$ cat config.mk
export PLATFORM = sky130hd
export DESIGN_NAME = car_park_gate_arbiter
export DESIGN_NICKNAME = d
export VERILOG_FILES = /design/src/rtl/car_park_gate_arbiter.sv
export SDC_FILE = /design/constraint.sdc
export NUM_CORES = 1
export LEC_CHECK = 0
export BUFFER_PORTS_ARGS = -buffer_cell sky130_fd_sc_hd__buf_2
export CORE_MARGIN = 4
export CORE_UTILIZATION = 26
export DETAILED_ROUTE_END_ITERATION = 16
export GPL_TIMING_DRIVEN = 0
export PLACE_DENSITY_LB_ADDON = 0.2
export REMOVE_ABC_BUFFERS = 1
export SYNTH_ARGS = -nofsm -noshare
export SYNTH_HDL_FRONTEND = slang
export SYNTH_SLANG_ARGS = --single-unit
$ cat constraint.sdc
create_clock -name clk -period 2.66 [get_ports clk]
set_clock_uncertainty 0.1 [all_clocks]
set_input_delay 0.399 -clock clk [delete_from_list [all_inputs] [get_ports clk]]
set_output_delay 0.399 -clock clk [all_outputs]
set_load 0.02 [all_outputs]
$ cat src/rtl/car_park_gate_arbiter.sv
// Car park gate arbiter: two entrance lanes and one exit lane share a password checker and barrier.
// All outputs are registered one cycle after the deciding edge; requests are held off, never dropped.
module car_park_gate_arbiter #(
    parameter int CAPACITY  = 5,
    parameter int TIMEOUT   = 8,
    parameter int MAX_TRIES = 3
) (
    input  logic       clk,
    input  logic       rst,
    input  logic       req_a,
    input  logic       req_b,
    input  logic       req_exit,
    input  logic       auth_done,
    input  logic       auth_ok,
    input  logic       car_passed,
    output logic       grant_a,
    output logic       grant_b,
    output logic       grant_exit,
    output logic       auth_start,
    output logic       gate_open,
    output logic [2:0] spots_available,
    output logic       full,
    output logic [1:0] state
);

    localparam logic [1:0] S_IDLE      = 2'd0;
    localparam logic [1:0] S_AUTH      = 2'd1;
    localparam logic [1:0] S_OPEN      = 2'd2;
    localparam logic [1:0] S_EXIT_OPEN = 2'd3;

    localparam logic [2:0] CAP      = 3'(CAPACITY);
    localparam logic [3:0] TIME_END = 4'(TIMEOUT - 1);
    localparam logic [1:0] TRIES    = 2'(MAX_TRIES);

    logic [1:0] state_q, state_d;
    logic       sel_b_q, sel_b_d;
    logic       rr_b_q, rr_b_d;
    logic [3:0] timer_q, timer_d;
    logic [1:0] tries_q, tries_d;
    logic [2:0] spots_q, spots_d;
    logic       start_d;
    logic       auth_start_q, grant_a_q, grant_b_q, grant_exit_q, gate_open_q, full_q;
    logic       grant_a_d, grant_b_d, grant_exit_d, gate_open_d, full_d;
    logic       lane_req, timer_exp, release_ent;

    always_ff @(posedge clk) begin
        if (rst) begin
            state_q      <= S_IDLE;
            sel_b_q      <= 1'b0;
            rr_b_q       <= 1'b0;
            timer_q      <= 4'd0;
            tries_q      <= 2'd0;
            spots_q      <= CAP;
            auth_start_q <= 1'b0;
            grant_a_q    <= 1'b0;
            grant_b_q    <= 1'b0;
            grant_exit_q <= 1'b0;
            gate_open_q  <= 1'b0;
            full_q       <= 1'b0;
        end else begin
            state_q      <= state_d;
            sel_b_q      <= sel_b_d;
            rr_b_q       <= rr_b_d;
            timer_q      <= timer_d;
            tries_q      <= tries_d;
            spots_q      <= spots_d;
            auth_start_q <= start_d;
            grant_a_q    <= grant_a_d;
            grant_b_q    <= grant_b_d;
            grant_exit_q <= grant_exit_d;
            gate_open_q  <= gate_open_d;
            full_q       <= full_d;
        end
    end

    always_comb begin
        state_d     = state_q;
        sel_b_d     = sel_b_q;
        rr_b_d      = rr_b_q;
        timer_d     = timer_q;
        tries_d     = tries_q;
        spots_d     = spots_q;
        start_d     = 1'b0;
        release_ent = 1'b0;
        lane_req    = sel_b_q ? req_b : req_a;
        timer_exp   = (timer_q == TIME_END);
        case (state_q)
            S_IDLE: begin
                if (req_exit && (spots_q < CAP)) begin
                    state_d = S_EXIT_OPEN;
                    timer_d = 4'd0;
                end else if (!full_q && (req_a || req_b)) begin
                    state_d = S_AUTH;
                    sel_b_d = req_b && (!req_a || rr_b_q);
                    start_d = 1'b1;
                    timer_d = 4'd0;
                    tries_d = 2'd1;
                end
            end
            S_AUTH: begin
                // A car backing away abandons the attempt before any checker result.
                if (!lane_req) begin
                    release_ent = 1'b1;
                end else if (auth_done && auth_ok) begin
                    state_d = S_OPEN;
                    timer_d = 4'd0;
                end else if (auth_done) begin
                    if (tries_q < TRIES) begin
                        tries_d = tries_q + 2'd1;
                        timer_d = 4'd0;
                        start_d = 1'b1;
                    end else begin
                        release_ent = 1'b1;
                    end
                end else if (timer_exp) begin
                    release_ent = 1'b1;
                end else begin
                    timer_d = timer_q + 4'd1;
                end
            end
            S_OPEN: begin
                if (car_passed) begin
                    spots_d     = (spots_q == 3'd0) ? 3'd0 : spots_q - 3'd1;
                    release_ent = 1'b1;
                end else if (timer_exp) begin
                    release_ent = 1'b1;
                end else begin
                    timer_d = timer_q + 4'd1;
                end
            end
            default: begin
                if (car_passed) begin
                    spots_d = (spots_q >= CAP) ? CAP : spots_q + 3'd1;
                    state_d = S_IDLE;
                end else if (timer_exp) begin
                    state_d = S_IDLE;
                end else begin
                    timer_d = timer_q + 4'd1;
                end
            end
        endcase
        if (release_ent) begin
            state_d = S_IDLE;
            rr_b_d  = ~sel_b_q;
        end
    end

    always_comb begin
        grant_a_d    = ((state_d == S_AUTH) || (state_d == S_OPEN)) && !sel_b_d;
        grant_b_d    = ((state_d == S_AUTH) || (state_d == S_OPEN)) && sel_b_d;
        grant_exit_d = (state_d == S_EXIT_OPEN);
        gate_open_d  = (state_d == S_OPEN) || (state_d == S_EXIT_OPEN);
        full_d       = (spots_d == 3'd0);
    end

    assign grant_a         = grant_a_q;
    assign grant_b         = grant_b_q;
    assign grant_exit      = grant_exit_q;
    assign auth_start      = auth_start_q;
    assign gate_open       = gate_open_q;
    assign spots_available = spots_q;
    assign full            = full_q;
    assign state           = state_q;

endmodule

==> reports/metrics.csv, run 1 <==
metric,value,unit
number of max-cap violations,0,
Worst Hold End,spots_available[1],
port buffer count,18,
Synth Area in Compound Gates,22.0,%
worst vdd ir,0.000193,V
sequential fraction of the synthesis area,31.1,%
Tcrit/Tclk final,77.2,%
die span in y,76.6,µm
cell family with most CP delay,compound AO/OA/AOI/OAI gates,
nets,184,
CTS tree,yes,
Pwr per Cell Area,1040,nW/µm²
CP peak stage delay,0.43,ns
DRC,0,
I/O pin count,19,
final setup fails,0,
combinational family with the most area after synthesis,simple AND/OR/NAND/NOR gates,
hold path start,rst,
Slew Limit Fails,0,
fmax,0.487,GHz
Worst Path Max Fanout,13,
largest cells by area after synthesis,"dfxtp_1 (31%), ha_1 (11%), nor2_1 (5.5%)",
Clock Latency Late Sink,0.26,ns
vias,1063,
layout cells sized above 1,21.3,%
CP Data Arrival Time,2.10,ns
number of synthesized flops with an enable pin,0,
Syn Area/Cell,8.32,µm²
Post-Synth XOR/XNOR Area,0.716,%
DR pass1 iterations,4,
CTS Sinks,19,
Fill cells,484,
Routed WL,2840,µm
RSZ-0062 raised after global routing,false,
CTS root buf,clkbuf_8,
antenna violations before repair,0,
min cycle time layout,2.05,ns
Detailed Place HPWL,2210,µm
top-area cell type share of the netlist area,31.1,%
Post-CTS Resized,0,
Site Rows,24,
Initial Util,27.5,%
"Power, Total",0.00145,W
Crit path buffers/inverters,1,
Worst setup EP type,flop,
ys async rst share,0,%
H-tree depth,1,
Yosys cell types,46,
hold buffers post-CTS,0,
Global Route Usage Sum,10.3,%
FF-to-FF End,timer_q[1],
final hold slack,0.378,ns
r2r setup slk,0.61,ns
largest net degree at the start of global routing,14,
multiplexer share of the synthesized area,5.42,%
Post-DRT Antenna Nets,0,
startpoint types,flop,
post-place setup slack,0.638,ns
Syn-to-layout area delta,14.1,%
vias in the first global route,1042,
wire length per cell,13.2,µm
drt initial violations,43,
clock buffer depth,2,
kind of critical path,reg2reg,
status,completed,
Post-Synthesis Cell Area,1220,µm²
"Slowest-stage cell, CP",dfxtp_1,
die area,5870,µm²
post-synthesis simple-gate area fraction,23.5,%
Main synth FF type,dfxtp_1,
"Warnings, synthesis",0,
max_slew headroom,68.9,%
total gr overflow,0,
CP required,2.70,ns
Syn Inst Count,147,
post-synth top area cell,dfxtp_1,
final hold vios,0,
RD Place Congestion,0.793,
post-synthesis register bit count,19,
CORE AREA,4440,µm²
RR Startpoint,state[1],
Antenna diodes,0,
TritonCTS buffer count,3,
static leakage,0.599,nW
reg2reg path depth,7,
Worst Hold Class,in2reg,
post-synthesis adder-cell area fraction,11.2,%
Die W,76.6,µm
Worst-path clk slew,0.08,ns
first-pass GRT wire length,4910,µm
Tightest Pin Transition,0.467,ns
hold path depth,2,
critical path cell sequence,inv_1 -> ha_1 -> nand4b_1 -> o2111a_1 -> o21ai_0 -> a22oi_1 -> nor2_1,
via-per-instance ratio,4.92,
final critical-path setup slack,0.606,ns
Final TNS setup,0,ns
post-CTS setup buffers,0,
Final Util,31.4,%
stage by stage:
stage	instance area, µm²	std cells
after global routing	1400	216
final	1400	216
after CTS	1400	216
after global placement	1350	212
after floorplan	1190	142
after detailed placement	1350	212
registers in the layout (all words and copies together) (netlist names), 2 cells and up:
name	flops
tries_q	2
timer_q	4
spots_available	3
state	2
worst reg2reg max path, stage by stage (launching register included):
cell,delay (ns)
dfxtp_1,0.43
inv_1,0.11
ha_1,0.36
nand4b_1,0.22
o2111a_1,0.31
o21ai_0,0.16
a22oi_1,0.20
nor2_1,0.05
where the power goes:
| part | switching (W) | internal [W] | leakage [nW] |
|---|---|---|---|
| registers | 0.0000758 | 0.000367 | 0.156 |
| clock network | 0.000101 | 0.000104 | 0.0255 |
| logic | 0.000479 | 0.000324 | 0.417 |
| total | 0.000656 | 0.000795 | 0.599 |
cell usage after synthesis (2+ instances only):
cell,n
nand2_1,13
ha_1,11
nor2b_1,3
clkbuf_1,2
buf_2,2
o21ai_1,7
mux2i_1,3
o21ai_0,7
dfxtp_1,19
and3_1,2
nor3_1,4
inv_1,12
o22ai_1,2
nor3b_2,2
nor2_1,18
a21oi_1,7
a32o_1,2
o211ai_1,2
a22oi_1,2
routing by layer:
metal / part of all wire [%] / GRT usage, % / vias up
met5: 0 / 0 / -
met2: 49 / 17.8 / 18
met3: 4.0 / 2.60 / 4
li1: - / - / 549
met4: 1.4 / 3.80 / 0
met1: 45 / 12.2 / 492
placed cells by master, fill, tap and decap left out, types with 2 or more instances in the layout:
master | Yosys | routed
a21oi_1 | 7 | 7
a22oi_1 | 2 | 2
a32o_1 | 2 | 2
and3_1 | 2 | 2
buf_2 | 2 | 18
clkbuf_8 | 0 | 3
dfxtp_1 | 19 | 19
ha_1 | 11 | 11
inv_1 | 12 | 12
mux2i_1 | 3 | 3
nand2_1 | 13 | 13
nor2_1 | 18 | 18
nor2b_1 | 3 | 3
nor3_1 | 4 | 4
nor3b_2 | 2 | 2
o211ai_1 | 2 | 2
o21ai_0 | 7 | 7
o21ai_1 | 7 | 7
o22ai_1 | 2 | 2
cell type report:
class                   instances  area (µm²)  share of cell area, %
clock buffers                   3        41.3                   2.96
clock inverters                 1        5.00                  0.358
inverters                      12        45.0                   3.23
flip-flops and latches         19         380                   27.2
well taps                      52        65.1                   4.66
multi-input cells             111         769                   55.1
repair buffers                 18        90.1                   6.45
cells by family (layout without fill, tap and decap cells):
kind of cell / after synthesis / count (layout)
flops: 19 / 19
simple gates: 53 / 53
mux: 6 / 6
buf+inv: 17 / 34
compound gates: 40 / 40
xor+xnor: 1 / 1
fa+ha+maj: 11 / 11
worst max-delay path by stage:
stage             start    endpoint  cells after the start  slack, ns
5_1_grt        state[1]  grant_exit                      7       0.38
4_1_cts        state[1]  timer_q[1]                      8       0.62
6_report       state[1]  timer_q[1]                      7       0.61
3_5_place_dp   state[1]  timer_q[1]                      8       0.64
2_1_floorplan  state[0]     grant_a                      7       0.76
3_3_place_gp   state[1]        full                      7       0.68
No activity file was read; power rests on OpenSTA's default activity.
==> run 2: changes to the inputs <==
- clock period: 2.66 -> 2 ns (I/O delays scaled with it)
==> run 2 against run 1 <==
  * Routed wire length increased by 0.35%
  * Critical endpoint is now grant_b
  * Worst setup slack got worse by 0.44 ns
  * Sequential cell count unchanged
  * Largest power group unchanged
==> reports/metrics.csv, run 2 (synthesis gave the netlist of run 1 again) <==
metric,value,unit
worst vdd ir,0.000262,V
Detailed Place HPWL,2210,µm
Worst setup EP type,flop,
clock buffer depth,2,
Site Rows,24,
die area,5870,µm²
largest net degree at the start of global routing,14,
min cycle time layout,1.83,ns
antenna violations before repair,0,
TritonCTS buffer count,3,
via-per-instance ratio,4.98,
Clock Latency Late Sink,0.26,ns
die span in y,76.6,µm
first-pass GRT wire length,4910,µm
RD Place Congestion,0.793,
wire length per cell,13.2,µm
fin cells,216,
Pwr per Cell Area,1400,nW/µm²
CP required,2.04,ns
Worst Hold Class,in2reg,
CORE AREA,4440,µm²
drt initial violations,60,
fmax,0.546,GHz
H-tree depth,1,
Die W,76.6,µm
CP Data Arrival Time,1.87,ns
Post-DRT Antenna Nets,0,
Worst-path clk slew,0.08,ns
RR Startpoint,timer_q[0],
hold path start,rst,
startpoint types,flop,
vias,1075,
Largest register FFs,4,
CTS tree,yes,
Worst Path Max Fanout,4,
hold path depth,2,
Placed Area,1350,µm²
RSZ-0062 raised after global routing,false,
DRC,0,
final setup fails,0,
Worst Hold End,spots_available[1],
Biggest register,timer_q,
I/O pin count,19,
max_slew headroom,70.1,%
final hold vios,0,
Tcrit/Tclk final,91.5,%
kind of critical path,reg2reg,
final critical-path setup slack,0.170,ns
Slew Limit Fails,0,
r2r setup slk,0.17,ns
total gr overflow,0,
post-CTS setup buffers,0,
fin area,1430,µm²
CTS root buf,clkbuf_8,
static leakage,0.602,nW
Antenna diodes,0,
Initial Util,27.5,%
highest-count cells in the layout ignoring fill and taps,"nor2_1 (18), buf_2 (18), dfxtp_1 (17)",
vias in the first global route,1042,
"Power, Total",0.00200,W
reg2reg path depth,7,
post-place setup slack,-0.0225,ns
layout cells sized above 1,25.0,%
CTS Sinks,19,
Routed WL,2850,µm
crit path from,timer_q[0],
nets,184,
status,completed,
Fill cells,484,
Global Route Usage Sum,10.3,%
port buffer count,18,
number of max-cap violations,0,
DR pass1 iterations,4,
FF-to-FF End,grant_b,
DP Cell Count,212,
Syn-to-layout area delta,17.1,%
Tightest Pin Transition,0.445,ns
[run 2: worst max-delay path by stage]
stage / endpoint / slack (ns) / cells after the start
floorplan: grant_a / 0.10 / 7
global placement: full / 0.02 / 7
detailed placement: timer_q[1] / -0.02 / 8
CTS: grant_b / 0.03 / 7
global route: grant_b / 0.03 / 7
finish: grant_b / 0.17 / 7
[run 2: worst max-delay path, stage by stage (launching register included)]
cell     delay [ns]
dfxtp_1        0.37
ha_1           0.23
and3b_2        0.25
nor2_2         0.05
a32o_1         0.28
nor3_4         0.18
xnor2_1        0.19
nor3_1         0.07
[run 2: report_power, final]
part           switching, W  internal [W]  total (W)
clock              0.000137      0.000139   0.000275
combinational      0.000657      0.000472    0.00113
sequential         0.000105      0.000491   0.000596
[run 2: what timing repair did]
| action | CTS | global route |
|---|---|---|
| resized for setup | 1 | 7 |
| setup endpoints to repair | 4 | 10 |
| pin swaps | 0 | 0 |
| hold endpoints to repair | 0 | 0 |
| hold buffers | 0 | 0 |
[run 2: area by class of cell]
cell class | instances | area, µm² | share of cell area (%)
Multi-Input combinational cell | 111 | 803 | 56.1
Clock inverter | 1 | 5.00 | 0.349
Inverter | 12 | 45.0 | 3.14
Clock buffer | 3 | 41.3 | 2.88
Timing Repair Buffer | 18 | 90.1 | 6.29
Tap cell | 52 | 65.1 | 4.54
Sequential cell | 19 | 383 | 26.7
[run 2: metal layers]
metal	vias to the layer above	global-route usage, %	part of all wire, %
met4	0	3.80	1.4
met3	4	2.60	3.7
met1	502	12.2	45
met5	-	0	0
li1	553	-	-
met2	16	17.8	50
[run 2: through the flow]
step / TNS (ns) / hold WS (ns) / utilization, %
after global routing: 0 / 0.286 / 32.2
after detailed placement: -0.0225 / 0.391 / 30.4
after floorplan: 0 / 0.269 / -
final: 0 / 0.277 / 32.2
after global placement: 0 / 0.366 / 30.4
after CTS: 0 / 0.278 / 31.5
